<file path="src/rtl/vlib_piped_adder_tree_if.sv">
// vlib_piped_adder_tree_if: beat-in / result-out handshake bundle of the adder tree
interface vlib_piped_adder_tree_if #(
  parameter int ATOMIC_C = 8,
  parameter int BITWIDTH = 8,
  parameter int ACC_BITS = 8
);
  localparam int OUT_W = BITWIDTH + $clog2(ATOMIC_C) + ACC_BITS;
  logic                         IN_VALID;
  logic                         IN_READY;
  logic [ATOMIC_C*BITWIDTH-1:0] IN;
  logic                         IN_LAST;
  logic                         ACC_MODE;
  logic                         OUT_VALID;
  logic                         OUT_READY;
  logic signed [OUT_W-1:0]      RES;
  logic                         OUT_OVF;
  modport master (
    output IN_VALID, IN, IN_LAST, ACC_MODE, OUT_READY,
    input  IN_READY, OUT_VALID, RES, OUT_OVF
  );
  modport slave (
    input  IN_VALID, IN, IN_LAST, ACC_MODE, OUT_READY,
    output IN_READY, OUT_VALID, RES, OUT_OVF
  );
endinterface

</file>
<file path="src/rtl/vlib_piped_adder_tree.sv">
// vlib_piped_adder_tree: pipelined signed adder tree with saturating group accumulator
module vlib_piped_adder_tree #(
  parameter int ATOMIC_C   = 8,
  parameter int BITWIDTH   = 8,
  parameter int PIPE_EVERY = 1,
  parameter int ACC_BITS   = 8
) (
  input logic                    CLK,
  input logic                    NRST,
  vlib_piped_adder_tree_if.slave bus
);
  localparam int NUM_LEVELS = $clog2(ATOMIC_C);
  localparam int SUM_W      = BITWIDTH + NUM_LEVELS;
  localparam int OUT_W      = SUM_W + ACC_BITS;
  // a stride longer than the tree places no register inside it
  localparam int STRIDE     = (PIPE_EVERY == 0) ? NUM_LEVELS + 1 : PIPE_EVERY;
  typedef enum logic {IDLE, OPEN} state_t;
  state_t                  r_state;
  logic                    r_out_valid;
  logic                    r_ovf;
  logic                    r_sticky;
  logic signed [OUT_W-1:0] r_res;
  logic signed [OUT_W-1:0] r_acc;
  logic                    w_en;
  assign w_en          = !r_out_valid | bus.OUT_READY;
  assign bus.IN_READY  = w_en & NRST;
  assign bus.OUT_VALID = r_out_valid;
  assign bus.RES       = r_res;
  assign bus.OUT_OVF   = r_ovf;
  for (genvar k = 0; k <= NUM_LEVELS; k++) begin : g_lvl
    logic signed [SUM_W-1:0] w_o [ATOMIC_C>>k];
    logic                    w_v;
    logic                    w_l;
    logic                    w_m;
    if (k == 0) begin : g_in
      for (genvar j = 0; j < ATOMIC_C; j++) begin : g_lane
        assign w_o[j] = {{NUM_LEVELS{bus.IN[(j+1)*BITWIDTH-1]}}, bus.IN[j*BITWIDTH +: BITWIDTH]};
      end
      assign w_v = bus.IN_VALID;
      assign w_l = bus.IN_LAST;
      assign w_m = bus.ACC_MODE;
    end else begin : g_add
      logic signed [SUM_W-1:0] w_s [ATOMIC_C>>k];
      for (genvar j = 0; j < (ATOMIC_C >> k); j++) begin : g_pair
        assign w_s[j] = g_lvl[k-1].w_o[2*j] + g_lvl[k-1].w_o[2*j+1];
      end
      if (k % STRIDE == 0) begin : g_reg
        logic signed [SUM_W-1:0] r_s [ATOMIC_C>>k];
        logic                    r_v;
        logic                    r_l;
        logic                    r_m;
        // pipeline stage: partial sums travel with their valid/last/mode tags
        always_ff @(posedge CLK)
          if (!NRST) r_v <= 1'b0;
          else if (w_en) begin
            r_s <= w_s;
            r_v <= g_lvl[k-1].w_v;
            r_l <= g_lvl[k-1].w_l;
            r_m <= g_lvl[k-1].w_m;
          end
        assign w_o = r_s;
        assign w_v = r_v;
        assign w_l = r_l;
        assign w_m = r_m;
      end else begin : g_comb
        assign w_o = w_s;
        assign w_v = g_lvl[k-1].w_v;
        assign w_l = g_lvl[k-1].w_l;
        assign w_m = g_lvl[k-1].w_m;
      end
    end
  end
  logic signed [SUM_W-1:0] w_tsum;
  logic signed [OUT_W-1:0] w_ext;
  logic signed [OUT_W-1:0] w_base;
  logic signed [OUT_W-1:0] w_sat;
  logic        [OUT_W:0]   w_full;
  logic                    w_tv;
  logic                    w_close;
  logic                    w_ovf;
  assign w_tsum  = g_lvl[NUM_LEVELS].w_o[0];
  assign w_tv    = g_lvl[NUM_LEVELS].w_v;
  assign w_close = !g_lvl[NUM_LEVELS].w_m | g_lvl[NUM_LEVELS].w_l;
  assign w_ext   = {{ACC_BITS{w_tsum[SUM_W-1]}}, w_tsum};
  assign w_base  = (r_state == OPEN) ? r_acc : '0;
  assign w_full  = {w_base[OUT_W-1], w_base} + {w_ext[OUT_W-1], w_ext};
  assign w_ovf   = w_full[OUT_W] ^ w_full[OUT_W-1];
  assign w_sat   = w_ovf ? {w_full[OUT_W], {(OUT_W-1){~w_full[OUT_W]}}} : w_full[OUT_W-1:0];
  // group FSM: fold tree results into the accumulator, emit on group close
  always_ff @(posedge CLK)
    if (!NRST) begin
      r_state     <= IDLE;
      r_out_valid <= 1'b0;
      r_res       <= '0;
      r_ovf       <= 1'b0;
      r_acc       <= '0;
      r_sticky    <= 1'b0;
    end else if (w_en) begin
      r_out_valid <= w_tv & w_close;
      if (w_tv && w_close) begin
        r_res    <= w_sat;
        r_ovf    <= r_sticky | w_ovf;
        r_acc    <= '0;
        r_sticky <= 1'b0;
        r_state  <= IDLE;
      end else if (w_tv) begin
        r_acc    <= w_sat;
        r_sticky <= r_sticky | w_ovf;
        r_state  <= OPEN;
      end
    end
endmodule

</file>
<file path="src/flat_wrapper.sv">
// flat-port wrapper written by rule: the top's interface ports become plain ports
module vlib_piped_adder_tree_flat 
#(
  parameter int ATOMIC_C   = 8,
  parameter int BITWIDTH   = 8,
  parameter int PIPE_EVERY = 1,
  parameter int ACC_BITS   = 8
)
  (CLK, NRST, bus_IN_VALID, bus_IN, bus_IN_LAST, bus_ACC_MODE, bus_OUT_READY, bus_IN_READY, bus_OUT_VALID, bus_RES, bus_OUT_OVF);
  vlib_piped_adder_tree_if #(.ATOMIC_C(ATOMIC_C), .BITWIDTH(BITWIDTH), .ACC_BITS(ACC_BITS)) bus_i ();
  input logic CLK;
  input logic NRST;
  input wire logic [$bits(bus_i.IN_VALID)-1:0] bus_IN_VALID;
  input wire logic [$bits(bus_i.IN)-1:0] bus_IN;
  input wire logic [$bits(bus_i.IN_LAST)-1:0] bus_IN_LAST;
  input wire logic [$bits(bus_i.ACC_MODE)-1:0] bus_ACC_MODE;
  input wire logic [$bits(bus_i.OUT_READY)-1:0] bus_OUT_READY;
  output wire logic [$bits(bus_i.IN_READY)-1:0] bus_IN_READY;
  output wire logic [$bits(bus_i.OUT_VALID)-1:0] bus_OUT_VALID;
  output wire logic [$bits(bus_i.RES)-1:0] bus_RES;
  output wire logic [$bits(bus_i.OUT_OVF)-1:0] bus_OUT_OVF;
  assign bus_i.IN_VALID = bus_IN_VALID;
  assign bus_i.IN = bus_IN;
  assign bus_i.IN_LAST = bus_IN_LAST;
  assign bus_i.ACC_MODE = bus_ACC_MODE;
  assign bus_i.OUT_READY = bus_OUT_READY;
  assign bus_IN_READY = bus_i.IN_READY;
  assign bus_OUT_VALID = bus_i.OUT_VALID;
  assign bus_RES = bus_i.RES;
  assign bus_OUT_OVF = bus_i.OUT_OVF;
  vlib_piped_adder_tree #(.ATOMIC_C(ATOMIC_C), .BITWIDTH(BITWIDTH), .PIPE_EVERY(PIPE_EVERY), .ACC_BITS(ACC_BITS)) u_core (.CLK(CLK), .NRST(NRST), .bus(bus_i));
endmodule
</file>
<file path="config.mk">
export PLATFORM = sky130hd
export DESIGN_NAME = vlib_piped_adder_tree_flat
export DESIGN_NICKNAME = d
export VERILOG_FILES = /design/src/rtl/vlib_piped_adder_tree_if.sv /design/src/rtl/vlib_piped_adder_tree.sv /design/src/flat_wrapper.sv
export SDC_FILE = /design/constraint.sdc
export NUM_CORES = 1
export LEC_CHECK = 0
export ABC_CLOCK_PERIOD_IN_PS = 11450
export CORE_ASPECT_RATIO = 1.2
export CORE_MARGIN = 2
export CORE_UTILIZATION = 45
export DETAILED_ROUTE_END_ITERATION = 8
export HOLD_SLACK_MARGIN = 0.08
export PLACE_DENSITY = 0.67
export SETUP_SLACK_MARGIN = 0.3
export SLEW_MARGIN = 20
export SYNTH_ARGS = -nofsm -noshare
export SYNTH_HDL_FRONTEND = slang
export SYNTH_SLANG_ARGS = --single-unit
</file>
<file path="constraint.sdc">
create_clock -name CLK -period 11.45 [get_ports CLK]
set_clock_uncertainty 0.2 [all_clocks]
set_input_delay 1.145 -clock CLK [delete_from_list [all_inputs] [get_ports CLK]]
set_output_delay 1.145 -clock CLK [all_outputs]
set_load 0.05 [all_outputs]
</file>
==> impl_metrics.csv, run 1 <==
group,metric,value,unit
sta,whs,0.223,ns
floorplan,die_y,144,µm
setup_path,worst_ep_arrival_time,3.77,ns
setup_path,worst_path_max_delay_cell,"clkdlybuf4s50_1",
power,ir_drop,0.103,mV
power,power_leakage,3.69,nW
setup_path,r2r-start,"u_core.r_state$_SDFFE_PN0P_",
global_routing,antenna_found_initial,0,
power,power,1.61,mW
floorplan,io_pins,92,
setup_path,max_stage_delay,0.96,ns
clocking,root_buffer,"clkbuf_16",
synthesis,synth-seq-cells,120,
setup_path,critical_path_required,10.11,ns
setup_path,worst_setup_path_end_kind,"output pin",
global_routing,grt_max_degree,77,
synthesis,ys_warn_count,0,
layout,layout-area-overhead-vs-synth,22.6,%
sta,finalSetupTns,0,ns
setup_path,reg2reg_slack,7.38,ns
sta,clock.fmax,195,MHz
floorplan,die_area,0.0174,mm²
setup_path,worstPathCellList,"clkdlybuf4s50_1 -> nor2b_4 -> buf_4 -> clkdlybuf4s50_1",
placed_design,place_congestion,0.837,
floorplan,start_util,45.6,%
clocking,cts_num_sinks,120,
floorplan,coreArea,0.0161,mm²
layout,antenna_cells_inserted,0,
placed_design,hpwlAfterDp,11100,µm
setup_path,startpoint,"NRST",
setup_path,timing.rr.end,"u_core.r_acc[8]$_SDFFE_PN0P_",
setup_path,cp_common_cell,"clkdlybuf4s50_1",
detailed_routing,post_drt_wl_per_cell,14.4,µm
sta,grt_setup_unrepaired,"no",
floorplan,die-width,121,µm
synthesis,async_flop_share,0,%
synthesis,synth_nets,860,
power,power_per_cell_area,179,mW/mm²
sta,slew_headroom,28.2,%
clocking,cts_buffers,17,
layout,final_common_cell,"clkdlybuf4s50_1",
floorplan,fp-row-count,51,
detailed_routing,drtAntennaViolNets,0,
setup_path,path_buf_inv,3,
sta,maxSlewViolCount,0,
sta,hold_viol,0,
layout,n_fill_cell,1400,
synthesis,synth_area_per_cell,10.5,µm²
global_routing,overflow,0,
detailed_routing,drt-total-wl,14700,µm
synthesis,netlist_instances,703,
setup_path,worstSetupPathDepth,4,
synthesis,ys_types,74,
clocking,hold_buffers,0,
detailed_routing,drc,0,
layout,drive_gt1_share,8.01,%
setup_path,crit_fanout,76,
detailed_routing,first_iter_violations,238,
layout,final_cell_mix,"clkdlybuf4s50_1 (91), ha_1 (79), edfxtp_1 (75)",
detailed_routing,drt_pass1_iterations,4,
sta,post-route-min-period,5.12,ns
placed_design,place_area,0.00845,mm²
sta,setup_viol,0,
clocking,clk_latency,0.42,ns
global_routing,grtUsageTotal,17.6,%
setup_path,cp-endpoint,"bus_IN_READY",
outcome,status,"complete, no violations",
synthesis,synth-edff-count,75,
clocking,clockBufferDepth,2,
worst_hold_path,hold_class,"flip-flop to flip-flop",
layout,fin_nets,955,
setup_path,reg2regPathDepth,10,
clocking,post_cts_buffers,0,
setup_path,start_kind,"input pin",
setup_path,worstSetupPathType,"input pin to output pin",
synthesis,synth_area,0.00736,mm²
global_routing,grt_pass1_vias,5461,
setup_path,crit_family,"buffers and inverters",
placed_design,port_buffers,91,
clocking,cts-htree-levels,4,
detailed_routing,vias,5384,
layout,design_area,0.00903,mm²
sta,tightest_slew,1.07,ns
detailed_routing,vias_per_cell,5.26,
synthesis,synthFlopType,"edfxtp_1",
clocking,tritoncts,"done",
global_routing,grt_pass1_wl,24100,µm
clocking,ctsResizeCount,0,
job,maxCapViolations,0,
synthesis,synth_seq_area_share,42.8,%
clocking,cts.clk_slew.worst_paths,0.05,ns
sta,period_share,44.7,%
## routing by layer
layer / part of all wire [%] / global-route usage [%]
met2: 53 / 33.4
met5: 0 / 0
met3: 3.5 / 3.82
met4: 2.5 / 7.96
met1: 41 / 18.6
## cell families after synthesis
kind of cell	after synthesis	synth area share, %
AO/OA/AOI/OAI	204	18.3
XOR/XNOR	53	6.30
adder cells (fa/ha/maj)	89	15.9
buffers and inverters	64	3.84
flip-flops	120	42.8
multiplexers	8	1.14
AND/OR/NAND/NOR	165	11.7
## power by group
group	leakage, nW	switching, mW	internal, mW
combinational	2.33	0.301	0.222
sequential	1.10	0.0286	0.546
clock	0.270	0.198	0.320
total	3.69	0.527	1.09
## how the worst min path moves through the flow
stage,from,end,cells past startpoint
2_1_floorplan,u_core.g_lvl[1].g_add.g_reg.r_l$_DFFE_PP_,u_core.g_lvl[2].g_add.g_reg.r_l$_DFFE_PP_,0
3_3_place_gp,u_core.g_lvl[2].g_add.g_reg.r_m$_DFFE_PP_,u_core.g_lvl[3].g_add.g_reg.r_m$_DFFE_PP_,0
3_5_place_dp,u_core.g_lvl[2].g_add.g_reg.r_l$_DFFE_PP_,u_core.g_lvl[3].g_add.g_reg.r_l$_DFFE_PP_,0
4_1_cts,u_core.g_lvl[2].g_add.g_reg.r_l$_DFFE_PP_,u_core.g_lvl[3].g_add.g_reg.r_l$_DFFE_PP_,0
5_1_grt,u_core.g_lvl[2].g_add.g_reg.r_l$_DFFE_PP_,u_core.g_lvl[3].g_add.g_reg.r_l$_DFFE_PP_,0
6_report,u_core.g_lvl[2].g_add.g_reg.r_l$_DFFE_PP_,u_core.g_lvl[3].g_add.g_reg.r_l$_DFFE_PP_,0
## layout make-up
cell class	instances	area, µm²	area share (%)
multi-input cells	519	3940	43.6
inverters	48	180	2.00
well taps	212	265	2.94
clock buffers	17	425	4.71
flip-flops and latches	120	3150	34.9
clock inverters	15	153	1.69
repair buffers	92	918	10.2
## stage by stage
| step | instances | setup WS (ns) | util [%] |
|---|---|---|---|
| 2_1_floorplan | 703 | 4.77 | - |
| 6_report | 1023 | 6.33 | 55.9 |
| 3_3_place_gp | 991 | 6.36 | 52.4 |
| 4_1_cts | 1023 | 6.30 | 55.9 |
| 3_5_place_dp | 991 | 6.29 | 52.4 |
| 5_1_grt | 1023 | 6.16 | 55.9 |
## flip-flops by register name, summed over array words and instances, names as in the netlist
name and flops:
u_core.r_state 1, u_core.r_acc 19, u_core.g_lvl.g_add.g_reg.r_v 3, u_core.bus.RES 19, u_core.bus.OUT_OVF 1, u_core.bus.OUT_VALID 1
u_core.r_sticky 1, u_core.g_lvl.g_add.g_reg.r_s 69, u_core.g_lvl.g_add.g_reg.r_m 3, u_core.g_lvl.g_add.g_reg.r_l 3
## synth_stat cells, drive strengths merged (2+ instances only)
master,count,share of area [%]
ha,79,13
edfxtp,75,31
o21ai,61,4.3
nand2,59,3.1
a21oi,56,4.1
inv,48,2.4
dfxtp,45,12
xnor2,31,3.7
and2,28,2.5
nor2,23,1.2
xor2,22,2.6
a21o,19,2.0
nor2b,13,1.1
nand2b,11,0.93
clkbuf,10,0.66
a21boi,8,0.82
a22o,8,0.95
fa,8,2.2
o211ai,8,1.0
o21a,8,0.82
and3,7,0.70
nand3,7,0.54
a211oi,6,0.78
buf,6,0.73
mux2i,5,0.68
nor3,5,0.34
o21bai,5,0.51
a211o,3,0.36
a31oi,3,0.46
mux2,3,0.46
a2111oi,2,0.24
a22oi,2,0.20
and2b,2,0.24
maj3,2,0.31
nand4,2,0.17
nor3b,2,0.20
o211a,2,0.27
o311ai,2,0.24
o31ai,2,0.20
or4,2,0.25
No activity file was read; power rests on OpenSTA's default activity.
==> run 2: changes to the inputs <==
--- a/config.mk
+++ b/config.mk
@@ -5,13 +5,13 @@
 export SDC_FILE = /design/constraint.sdc
 export NUM_CORES = 1
 export LEC_CHECK = 0
-export ABC_CLOCK_PERIOD_IN_PS = 11450
+export ABC_CLOCK_PERIOD_IN_PS = 4300
 export CORE_ASPECT_RATIO = 1.2
 export CORE_MARGIN = 2
 export CORE_UTILIZATION = 45
 export DETAILED_ROUTE_END_ITERATION = 8
 export HOLD_SLACK_MARGIN = 0.08
-export PLACE_DENSITY = 0.67
+export PLACE_DENSITY = 0.69
 export SETUP_SLACK_MARGIN = 0.3
 export SLEW_MARGIN = 20
 export SYNTH_ARGS = -nofsm -noshare
==> constraint.sdc (replaced) <==
create_clock -name CLK -period 4.3 [get_ports CLK]
set_clock_uncertainty 0.2 [all_clocks]
set_input_delay 0.43 -clock CLK [delete_from_list [all_inputs] [get_ports CLK]]
set_output_delay 0.43 -clock CLK [all_outputs]
set_load 0.05 [all_outputs]
==> run 2 against run 1 <==
Net effect: die area is the same; register-to-register slack lost 6.7 ns; largest power group unchanged; global-route usage up 0.92 points; via count increased by 2.0%; setup slack lost 5.7 ns; count of clock-buffer cells in the layout increased by 11; sequential share of layout area increased by 0.058 points; highest routed layer unchanged.
==> impl_metrics.csv, run 2 (same netlist as run 1, synthesis figures left out) <==
group,metric,value,unit
global_routing,grt_pass1_vias,5659,
floorplan,die_area,0.0174,mm²
setup_path,path_buf_inv,1,
global_routing,grt_max_degree,76,
setup_path,max_stage_delay,0.49,ns
layout,antenna_cells_inserted,0,
layout,n_fill_cell,1377,
global_routing,antenna_found_initial,0,
clocking,cts-htree-levels,4,
layout,final_cell_mix,"clkdlybuf4s50_1 (91), ha_1 (79), edfxtp_1 (75)",
clocking,tritoncts,"done",
setup_path,reg2regPathDepth,11,
setup_path,crit_fanout,12,
placed_design,hpwlAfterDp,12000,µm
global_routing,grt_pass1_wl,25400,µm
sta,tightest_slew,0.926,ns
clocking,root_buffer,"clkbuf_16",
sta,clock.fmax,275,MHz
floorplan,io_pins,92,
layout,final_common_cell,"clkdlybuf4s50_1",
detailed_routing,vias_per_cell,5.36,
layout,fin_nets,957,
detailed_routing,post_drt_wl_per_cell,15.1,µm
sta,hold_viol,0,
power,power_per_cell_area,468,mW/mm²
setup_path,worst_path_max_delay_cell,"a311oi_1",
clocking,cts_buffers,17,
worst_hold_path,whs_path_depth,0,
floorplan,start_util,45.6,%
floorplan,die_y,144,µm
detailed_routing,drtAntennaViolNets,0,
job,maxCapViolations,0,
detailed_routing,drc,0,
detailed_routing,drt_pass1_iterations,4,
global_routing,grtUsageTotal,18.6,%
sta,post-route-min-period,3.64,ns
layout,final_cells,1025,
power,power_leakage,3.71,nW
clocking,clockBufferDepth,2,
clocking,cts_num_sinks,120,
setup_path,worstSetupPathType,"flip-flop to flip-flop",
sta,maxSlewViolCount,0,
placed_design,placed_cells,993,
power,ir_drop,0.270,mV
layout,largest-register,"u_core.g_lvl.g_add.g_reg.r_s",
worst_hold_path,hold_class,"flip-flop to flip-flop",
sta,slew_headroom,38.3,%
detailed_routing,first_iter_violations,250,
detailed_routing,vias,5492,
layout,layout-area-overhead-vs-synth,22.4,%
clocking,clk_latency,0.42,ns
floorplan,fp-row-count,51,
layout,drive_gt1_share,7.87,%
layout,largest_reg_flops,69,
sta,period_share,84.7,%
floorplan,coreArea,0.0161,mm²
setup_path,worstSetupPathDepth,11,
placed_design,port_buffers,91,
setup_path,start_kind,"flip-flop",
setup_path,critical_path_required,4.42,ns
clocking,ctsResizeCount,0,
setup_path,crit_family,"compound AO/OA/AOI/OAI gates",
clocking,post_cts_buffers,0,
setup_path,worst_setup_path_end_kind,"flip-flop",
setup_path,worst_ep_arrival_time,3.76,ns
clocking,cts.clk_slew.worst_paths,0.05,ns
outcome,status,"complete, no violations",
placed_design,place_congestion,0.906,
sta,finalSetupTns,0,ns
sta,grt_setup_unrepaired,"no",
sta,setup_viol,0,
global_routing,overflow,0,
floorplan,die-width,121,µm
setup_path,worstPathCellList,"and2_1 -> ha_1 -> fa_1 -> a21o_2 -> a311oi_1 -> or4_4 -> a31oi_4 -> a211oi_4 -> buf_4 -> a21oi_1 -> o21ai_0",
detailed_routing,drt-total-wl,15500,µm
clocking,hold_buffers,0,
==> run 2: changes by cell type in the layout (fill, tap and decap cells not counted), moves of 3 or more <==
cell,delta
clkinv_2,+3
clkbuf_1,+6
clkinv_1,-3
clkbuf_8,+4
clkinvlp_4,-4
==> run 2: worst register-to-register path, delay by kind of cell (launching register included) <==
kind | cells | cell delay, ns
flops | 1 | 0.42
buf+inv | 1 | 0.30
fa+ha+maj | 2 | 0.63
simple gates | 2 | 0.43
compound gates | 6 | 1.56
==> run 2: final timing paths <==
check	startpoint	end	slack [ns]
max	u_core.r_state$_SDFFE_PN0P_	u_core.bus.RES[3]$_SDFFE_PN0P_	0.66
min	u_core.g_lvl[1].g_add.g_reg.r_m$_DFFE_PP_	u_core.g_lvl[2].g_add.g_reg.r_m$_DFFE_PP_	0.22
max reg2reg	u_core.r_state$_SDFFE_PN0P_	u_core.bus.RES[3]$_SDFFE_PN0P_	0.66
min reg2reg	u_core.g_lvl[1].g_add.g_reg.r_m$_DFFE_PP_	u_core.g_lvl[2].g_add.g_reg.r_m$_DFFE_PP_	0.22
==> run 2: layout make-up <==
class / instances / area (µm²) / area share, %
Multi-Input combinational cell: 519 / 3940 / 43.7
Sequential cell: 120 / 3150 / 35.0
Timing Repair Buffer: 94 / 933 / 10.4
Clock buffer: 28 / 528 / 5.86
Tap cell: 212 / 265 / 2.94
Inverter: 48 / 180 / 2.00
Clock inverter: 4 / 20.0 / 0.222
==> run 2: routing by layer <==
metal  GRT usage [%]  wire, µm  vias to the layer above
li1                -         -                     2734
met5               0         0                        -
met2            35.2      8260                      144
met3            4.14       617                       36
met1            19.0      6040                     2578
met4            9.55       542                        0
==> run 2: power breakdown <==
part	internal, mW	total, mW	switching, mW
clock	0.827	1.30	0.469
combinational	0.595	1.39	0.793
sequential	1.45	1.53	0.0767
==> run 2: through the flow <==
step                      util (%)  power, mW  area [µm²]  setup slack [ns]  hold slack (ns)
final                         55.8       4.22        9010             0.660            0.218
after floorplan                  -       2.60        7370             0.475            0.200
after global routing          55.8       4.47        9010             0.414            0.216
after global placement        52.4       2.89        8470             0.839            0.210
after detailed placement      52.4       2.94        8470             0.652            0.207
after CTS                     55.8       4.24        9010             0.633            0.214
